## src/rtl/nanorisc_pkg.sv

```systemverilog
// Shared types and default constants for the NanoRisc fetch stage.
package nanorisc_pkg;

  localparam int unsigned ADDR_WIDTH_DEF = 8;
  localparam int unsigned DATA_WIDTH_DEF = 8;
  localparam int unsigned RESET_PC_DEF   = 0;
  localparam int unsigned PROG_LAST_DEF  = 21;

  // RUN fetches, REDIRECT is the single bubble after a taken branch, HALTED is terminal
  typedef enum logic [1:0] {
    RUN,
    REDIRECT,
    HALTED
  } fetch_state_e;

  // Next-PC selection driven by the fetch control into the PC register
  typedef enum logic [1:0] {
    PC_HOLD,
    PC_INC,
    PC_TARGET
  } pc_sel_e;

endpackage

```

## src/rtl/fetch_pc.sv

```systemverilog
// Program-counter register with hold / increment / branch-target next-PC mux.
// Increment wraps modulo 2^ADDR_WIDTH.
module fetch_pc
  import nanorisc_pkg::*;
#(
  parameter int unsigned ADDR_WIDTH = ADDR_WIDTH_DEF,
  parameter int unsigned RESET_PC   = RESET_PC_DEF
) (
  input  logic                  clk,
  input  logic                  reset,
  input  pc_sel_e               pc_sel,
  input  logic [ADDR_WIDTH-1:0] target,
  output logic [ADDR_WIDTH-1:0] pc
);

  logic [ADDR_WIDTH-1:0] pc_d;
  logic [ADDR_WIDTH-1:0] pc_q;

  // Select the next PC from the control request
  always_comb begin
    pc_d = pc_q;
    case (pc_sel)
      PC_HOLD:   pc_d = pc_q;
      PC_INC:    pc_d = pc_q + ADDR_WIDTH'(1);
      PC_TARGET: pc_d = target;
      default:   pc_d = pc_q;
    endcase
  end

  // PC register, loaded with the boot address on reset
  always_ff @(posedge clk) begin
    if (reset) begin
      pc_q <= ADDR_WIDTH'(RESET_PC);
    end else begin
      pc_q <= pc_d;
    end
  end

  assign pc = pc_q;

endmodule

```

## src/rtl/fetch_unit.sv

```systemverilog
// NanoRisc instruction-fetch stage: drives the memory address from the PC,
// captures the returned instruction and hands it to decode via valid/ready.
// Optional macro FETCH_BOUNDS_CHECK_EN: a fetch from beyond PROG_LAST raises a
// sticky outFault and halts the stage instead of capturing the instruction.
module fetch_unit
  import nanorisc_pkg::*;
#(
  parameter int unsigned ADDR_WIDTH = ADDR_WIDTH_DEF,
  parameter int unsigned DATA_WIDTH = DATA_WIDTH_DEF,
  parameter int unsigned RESET_PC   = RESET_PC_DEF,
  parameter int unsigned PROG_LAST  = PROG_LAST_DEF
) (
  input  logic                  clock,
  input  logic                  reset,
  output logic [ADDR_WIDTH-1:0] outAddress,
  input  logic [DATA_WIDTH-1:0] inInstruction,
  output logic [DATA_WIDTH-1:0] outInstruction,
  output logic [ADDR_WIDTH-1:0] outPC,
  output logic                  outValid,
  input  logic                  inReady,
  input  logic                  inBranchTaken,
  input  logic [ADDR_WIDTH-1:0] inBranchTarget,
  input  logic                  inHalt,
  output logic                  outHalted,
  output logic                  outFault
);

  fetch_state_e          state_d, state_q;
  logic [DATA_WIDTH-1:0] instr_d, instr_q;
  logic [ADDR_WIDTH-1:0] ipc_d, ipc_q;
  logic                  valid_d, valid_q;
  logic                  fault_d, fault_q;
  pc_sel_e               pc_sel;
  logic [ADDR_WIDTH-1:0] pc;
  logic                  load;
  logic                  out_of_bounds;

  fetch_pc #(
    .ADDR_WIDTH (ADDR_WIDTH),
    .RESET_PC   (RESET_PC)
  ) u_fetch_pc (
    .clk    (clock),
    .reset  (reset),
    .pc_sel (pc_sel),
    .target (inBranchTarget),
    .pc     (pc)
  );

  // The instruction register may be refilled when empty or being consumed
  assign load = !valid_q || inReady;

`ifdef FETCH_BOUNDS_CHECK_EN
  localparam logic [ADDR_WIDTH-1:0] ProgLastAddr = ADDR_WIDTH'(PROG_LAST);
  assign out_of_bounds = (pc > ProgLastAddr);
`else
  logic [ADDR_WIDTH-1:0] unused_prog_last;
  assign unused_prog_last = ADDR_WIDTH'(PROG_LAST);
  assign out_of_bounds    = 1'b0;
`endif

  // Next-state and datapath control: halt beats branch, branch beats stall/advance
  always_comb begin
    state_d = state_q;
    instr_d = instr_q;
    ipc_d   = ipc_q;
    valid_d = valid_q;
    fault_d = fault_q;
    pc_sel  = PC_HOLD;
    case (state_q)
      RUN, REDIRECT: begin
        if (inHalt) begin
          state_d = HALTED;
          valid_d = 1'b0;
        end else if (inBranchTaken) begin
          pc_sel  = PC_TARGET;
          valid_d = 1'b0;
          state_d = REDIRECT;
        end else if (load) begin
          if (out_of_bounds) begin
            valid_d = 1'b0;
            fault_d = 1'b1;
            state_d = HALTED;
          end else begin
            instr_d = inInstruction;
            ipc_d   = pc;
            valid_d = 1'b1;
            pc_sel  = PC_INC;
            state_d = RUN;
          end
        end
      end
      default: begin
        state_d = HALTED;
      end
    endcase
  end

  // Control and instruction-register flops
  always_ff @(posedge clock) begin
    if (reset) begin
      state_q <= RUN;
      instr_q <= '0;
      ipc_q   <= '0;
      valid_q <= 1'b0;
      fault_q <= 1'b0;
    end else begin
      state_q <= state_d;
      instr_q <= instr_d;
      ipc_q   <= ipc_d;
      valid_q <= valid_d;
      fault_q <= fault_d;
    end
  end

  assign outAddress     = pc;
  assign outInstruction = instr_q;
  assign outPC          = ipc_q;
  assign outValid       = valid_q;
  assign outHalted      = (state_q == HALTED);
  assign outFault       = fault_q;

endmodule

```

## config.mk

```make
export PLATFORM = sky130hd
export DESIGN_NAME = fetch_unit
export DESIGN_NICKNAME = d
export VERILOG_FILES = /design/src/rtl/nanorisc_pkg.sv /design/src/rtl/fetch_pc.sv /design/src/rtl/fetch_unit.sv
export SDC_FILE = /design/constraint.sdc
export NUM_CORES = 1
export LEC_CHECK = 0
export CAP_MARGIN = 40
export CORE_UTILIZATION = 34
export CTS_CLUSTER_DIAMETER = 200
export DETAILED_ROUTE_END_ITERATION = 10
export PLACE_DENSITY = 0.74
export SKIP_LAST_GASP = 1
export SLEW_MARGIN = 40
export SYNTH_ARGS = -nofsm -noshare
export SYNTH_HDL_FRONTEND = slang
export SYNTH_SLANG_ARGS = --single-unit
```

## constraint.sdc

```tcl
create_clock -name clock -period 5.5 [get_ports clock]
set_clock_uncertainty 0.15 [all_clocks]
set_input_delay 1.65 -clock clock [delete_from_list [all_inputs] [get_ports clock]]
set_output_delay 1.65 -clock clock [all_outputs]
set_load 0.01 [all_outputs]
```

# Yosys cells after proc, flatten, opt, wreduce, memory -nomap -nowiden
# Index checks and enable logic that the tools add are counted.
dict set report totals {
  register_bits 27
  inputBits 21
  output_inout_bits 27
  elab_cells 37
}
dict set report op_classes {
  n_addsub 1
  eq_ne 5
  mux 12
  bitwise 3
  reduce_logical 10
}
# cell n
set op_table {}
lappend op_table {{$pmux 8 s2} 1}
lappend op_table {{$mux 2} 7}
lappend op_table {{$add 8x1->8 const B} 1}
lappend op_table {{$eq 2x1->1 const B} 2}
lappend op_table {{$eq 2x2->1 const B} 2}
lappend op_table {{$mux 1} 4}
lappend op_table {{$ne 4x4->1 const B} 1}
lappend op_table {{$reduce_and 4->1} 1}
lappend op_table {{$reduce_bool 2->1} 2}
lappend op_table {{$not 1->1} 3}
lappend op_table {{$reduce_bool 3->1} 1}
lappend op_table {{$reduce_or 3->1} 1}
lappend op_table {{$logic_not 2->1} 1}
lappend op_table {{$reduce_and 2->1} 1}
lappend op_table {{$reduce_or 2->1} 1}
lappend op_table {{$logic_not 1->1} 1}
lappend op_table {{$logic_or 1x1->1} 1}

# Depth between registers and ports, before layout
dict set report logic_depth {
  depth_word 8
  mapped_depth 12
  depth_no_buf 8
}

# Modules after synthesis
# From an unflattened synthesis, not the netlist that was laid out.
dict set report hier_totals {
  hier_cells 152
  hier_area_um2 1416.4
}
# module n_inst cells_per_inst area_per_inst_um2 seq_area_each_um2
set modules_own_cells {}
lappend modules_own_cells {fetch_unit 1 85 874.6 380.4}
lappend modules_own_cells {fetch_pc 1 67 541.8 160.2}

# Least setup slack after synthesis
# Ideal clock, no wire load.
dict set report synth_path {
  path_kind {input-to-reg}
  from {in inBranchTaken}
  to {reg u_fetch_pc.pc_q[7] (netlist: u_fetch_pc.pc[7])}
  setup_time_ns 0.086
  arrival_ns 3.229
  required_time_ns 5.264
  slack_ns 2.035
  path_stages 10
  n_path_buf 4
  path_cell_list {nor3_2 nor2b_4 buf_6 inv_4 buf_6 ha_1 buf_2 clkbuf_1 a21oi_1 a211oi_1}
}
dict set report synth_between {
  elab_chain_len 5
  word_cells_on_any_way 7
  cone_classes {eq/ne (2); mux (4); reduce/logical (1)}
}
# element line
set synth_rtl {}
lappend synth_rtl {{from (decl)} fetch_unit.sv:21} ;# input logic inBranchTaken,
lappend synth_rtl {{$mux 2 *} fetch_unit.sv:74} ;# end else if (inBranchTaken) begin
lappend synth_rtl {{$mux 2 *} fetch_unit.sv:71} ;# if (inHalt) begin
lappend synth_rtl {{$mux 2 *} fetch_unit.sv:69} ;# case (state_q)
lappend synth_rtl {{$eq 2x2->1 or $eq 2x1->1 (tied branches)} fetch_pc.sv:22} ;# case (pc_sel)
lappend synth_rtl {{$pmux 8 s2 or $reduce_bool 2->1 (tied branches)} -}
lappend synth_rtl {{to (signal assigned)} fetch_pc.sv:33} ;# pc_q <= ADDR_WIDTH'(RESET_PC);
lappend synth_rtl {{to (signal assigned)} fetch_pc.sv:35} ;# pc_q <= pc_d;
lappend synth_rtl {{to (decl)} fetch_pc.sv:17} ;# logic [ADDR_WIDTH-1:0] pc_q;
# Mark *: on every way between the ends. The rest lies on a longest branch, timed or not.
# A chain may end at the register's enable or synchronous reset.

# Worst setup path after layout
dict set report layout_path {
  from {in inBranchTaken}
  to {reg u_fetch_pc.pc_q[3] (netlist: u_fetch_pc.pc[3])}
}
# Same word-level chain as after synthesis.

==> Flow_metrics.wiki <==
{| class="wikitable"
! Metric !! Value
|-
| Status || finished clean
|-
| Total power after layout || approximately 0.00036 W
|-
| Initial DRC Count || 36
|-
| Top-level port count || 48
|-
| Part of the Yosys area used for sequential elements || 43.3%
|-
| Synth cell count leaders || 37 x sky130_fd_sc_hd__nand2_1, 27 x sky130_fd_sc_hd__dfxtp_1, 18 x sky130_fd_sc_hd__a21oi_1
|-
| Post-synth EDFFs || 0
|-
| Total of warnings raised by yosys || 0
|-
| Number of inserted filler cells in the final layout || 360
|-
| Number of distinct library cell variants in the gate-level netlist after synthesis || 32
|-
| Fraction of layout cells with a size suffix above 1 || 7.81%
|-
| Fraction of the cycle the final worst path needs || 71.5%
|-
| Max-slew violations || 0
|-
| CP Data Arrival Time || 4.03 ns
|-
| Net count after synthesis || 177
|-
| Critical path's top delay family || simple AND/OR/NAND/NOR gates
|-
| Global-route wire length before repair || 4280 um
|-
| Post-CTS Repair Setup Buffers || 0
|-
| Antenna viol nets, final || 0
|-
| Worst slew margin relative to its limit || 57.8%
|-
| P&R area growth vs syn || 37.0%
|-
| Power Internal || 0.000269 W
|-
| Die H || around 63 um
|-
| Clock network latency to the later pin of the worst-skew pair || 0.31 ns
|-
| Maximum resistive drop on vdd || 0.162 mV
|-
| Proportion of register bits with asynchronous set or reset after synthesis || 0%
|-
| Port Buffers || 46
|-
| CTS clk-pin slew, worst paths || around 0.13 ns
|-
| Final HPWL from detailed placement || 1860 um
|-
| Num CTS Buffers || 3
|-
| Final total negative setup slack || 0 ns
|-
| Post-synthesis register bit count || 27
|-
| Class of the tightest hold or removal check || reg2reg
|-
| Cts repair resizes || 0
|-
| CTS root buffer || sky130_fd_sc_hd__clkbuf_4
|-
| Count of final hold-check violations || 0
|-
| Final Routed Wirelength || 2610 um
|-
| CTS tree || yes
|-
| Slowest stage cell, crit path || sky130_fd_sc_hd__clkdlybuf4s50_1
|-
| Top post-synthesis cells by area || sky130_fd_sc_hd__dfxtp_1 43%, sky130_fd_sc_hd__nand2_1 11%, sky130_fd_sc_hd__a21oi_1 7.2%
|-
| Die width || around 63 um
|-
| Nature of the critical path endpoint || flip-flop
|-
| Area fraction of the dominant cell type after synthesis || between 40% and 50%
|-
| Setup violation total in the final timing report || 0
|-
| Kind of critical path || in2reg
|-
| Number of vias per cell after detailed routing || 4.65
|-
| Site row count || 21
|-
| Post-layout instance area || 0.00171 mm^2
|-
| Remaining DRCs || 0
|-
| Stage delay of the slowest cell on the critical path || ~0.45 ns
|-
| LEAKAGE || around 0.57 nW
|-
| Placer's final routability congestion estimate || 0.784
|-
| Critical path cell sequence || clkdlybuf4s50_1 -> nor3_2 -> nor2b_4 -> inv_4 -> ha_1 -> nor2_1 -> a32oi_1 -> or2_2 -> a21oi_1
|-
| Mean instance size in the synthesized netlist || 8.10 um^2
|-
| Number of nets in the finished design || 216
|-
| Area enclosed by the die boundary || 0.00392 mm^2
|-
| Quantity of hold-fixing buffers added after cts || 0
|-
| Total net switching power || 0.0000916 W
|-
| Top cell type by total area after synthesis || sky130_fd_sc_hd__dfxtp_1
|-
| Required time at the endpoint of the critical path || approximately 5.6 ns
|-
| Startpoint class of the critical path || input port
|-
| Total standard cell area after synthesis || 0.00125 mm^2
|-
| Initial standard-cell utilization of the core || 36.5%
|-
| Routed WL per cell || 11.0 um
|-
| First drt pass iteration count || 4
|-
| Minimum period implied by the final worst setup slack || ~4 ns
|-
| CORE AREA || 0.00342 mm^2
|-
| Top-count cell post-synth || sky130_fd_sc_hd__nand2_1
|-
| Total congestion overflow || 0
|-
| CP bufs+invs || 2
|-
| Mapped Cells || 154
|-
| Overall routing resource usage || 13.6%
|-
| Vias after detailed routing || 1,106
|-
| Number of antenna repair diodes || 0
|-
| Most used flip-flop cell after synthesis || sky130_fd_sc_hd__dfxtp_1
|-
| Share of power burned in combinational logic || 18.7%
|-
| Pin count of the biggest net entering global routing || 29
|-
| CTS max path bufs || 2
|-
| Share of power burned in registers || roughly three fifths
|-
| Number of max-cap violations || 0
|-
| Part of the power in the clock network || between 20% and 30%
|-
| Dpl cell area || 0.00168 mm^2
|-
| Sw Ratio || 25.4%
|-
| Power per unit of standard cell area || 211 mW/mm^2
|-
| Via count of the first global-routing pass || 954
|-
| RSZ-0062 raised after global routing || false
|-
| F_max || 254 MHz
|-
| Largest fanout of any net on the critical path || 20
|-
| Antenna violations before repair || 0
|-
| TritonCTS Sinks || 27
|-
| Level count of the clock H-tree || 1
|-
| Least-Margin Pin Slew || 0.633 ns
|}
## per-stage QoR
stage	utilization, %	worst slack [ns]	hold WS (ns)	instances
global route	50.0	1.36	0.333	238
CTS	50.0	1.56	0.321	238
global placement	49.4	1.26	0.299	234
finish	50.0	1.57	0.318	238
detailed placement	49.3	1.23	0.302	234
floorplan	-	2.04	0.328	154
## placed cells by master, fill, tap and decap left out, types with 2 or more instances in the layout
cell,n
sky130_fd_sc_hd__clkdlybuf4s50_1,45
sky130_fd_sc_hd__a21oi_2,6
sky130_fd_sc_hd__dfxtp_1,27
sky130_fd_sc_hd__mux2i_1,4
sky130_fd_sc_hd__nand2_1,37
sky130_fd_sc_hd__nor3_1,3
sky130_fd_sc_hd__ha_1,2
sky130_fd_sc_hd__nor2_1,11
sky130_fd_sc_hd__nand3b_1,2
sky130_fd_sc_hd__a21oi_1,18
sky130_fd_sc_hd__nand3_1,2
sky130_fd_sc_hd__and2_1,2
sky130_fd_sc_hd__o21ai_0,5
sky130_fd_sc_hd__nor3_2,2
sky130_fd_sc_hd__nor2b_1,5
sky130_fd_sc_hd__clkbuf_4,3
sky130_fd_sc_hd__a31oi_1,3
## power groups by stage
stage / combinational, W / clock, W / sequential [W]
5_1_grt: 0.0000738 / 0.0000964 / 0.000214
2_1_floorplan: 0.0000348 / 0 / 0.000217
3_3_place_gp: 0.0000681 / 0 / 0.000216
3_5_place_dp: 0.0000679 / 0 / 0.000216
4_1_cts: 0.0000682 / 0.0000876 / 0.000212
6_report: 0.0000674 / 0.0000813 / 0.000212
## registers in the layout, indices dropped and copies added (netlist names)
signal          cells
outInstruction      8
outPC               8
outValid            1
state_q             2
u_fetch_pc.pc       8
## cells by family after synthesis
kind of cell,count (synthesis),synth area share (%)
other,1,0.301
AOI/OAI and AO/OA,36,17.5
xor gates and xnor gates,1,0.702
DFF,27,43.3
buffers and inverters,14,7.02
and+or+nand+nor,69,26.0
muxes,4,3.21
adders and majority gates,2,2.01
## cell type report
type	count	area (um^2)	area share, %
tap	46	57.6	3.37
clock buffer	4	26.3	1.54
inverter	2	10.0	0.586
multi-input combinational	113	619	36.2
sequential	27	541	31.6
timing repair buffer	46	455	26.6
## worst min-delay path, cell delays in order, from the launching register on
cell                      delay (ns)
sky130_fd_sc_hd__dfxtp_1        0.33
sky130_fd_sc_hd__nand2_1        0.05
sky130_fd_sc_hd__a21oi_1        0.05
## worst paths after layout
kind	startpoint	to	slack, ns	depth (start not counted)
worst max register to register	state_q[1]$_SDFFE_PP0P_	u_fetch_pc.pc[3]$_SDFFE_PP0P_	2.98	8
worst max-delay path	inBranchTaken	u_fetch_pc.pc[3]$_SDFFE_PP0P_	1.57	9
worst min register to register	outInstruction[6]$_SDFFE_PP0P_	outInstruction[6]$_SDFFE_PP0P_	0.32	2
worst min-delay path	outInstruction[6]$_SDFFE_PP0P_	outInstruction[6]$_SDFFE_PP0P_	0.32	2
## metal layers
| layer | track usage, % | vias to the layer above | wire [um] |
|---|---|---|---|
| met3 | 3.47 | 2 | 138 |
| met2 | 22.0 | 31 | 1180 |
| met4 | 2.62 | 0 | 20 |
| met1 | 18.2 | 483 | 1270 |
| met5 | 0 | - | 0 |
| li1 | - | 590 | - |
No activity file was read; power rests on OpenSTA's default activity.
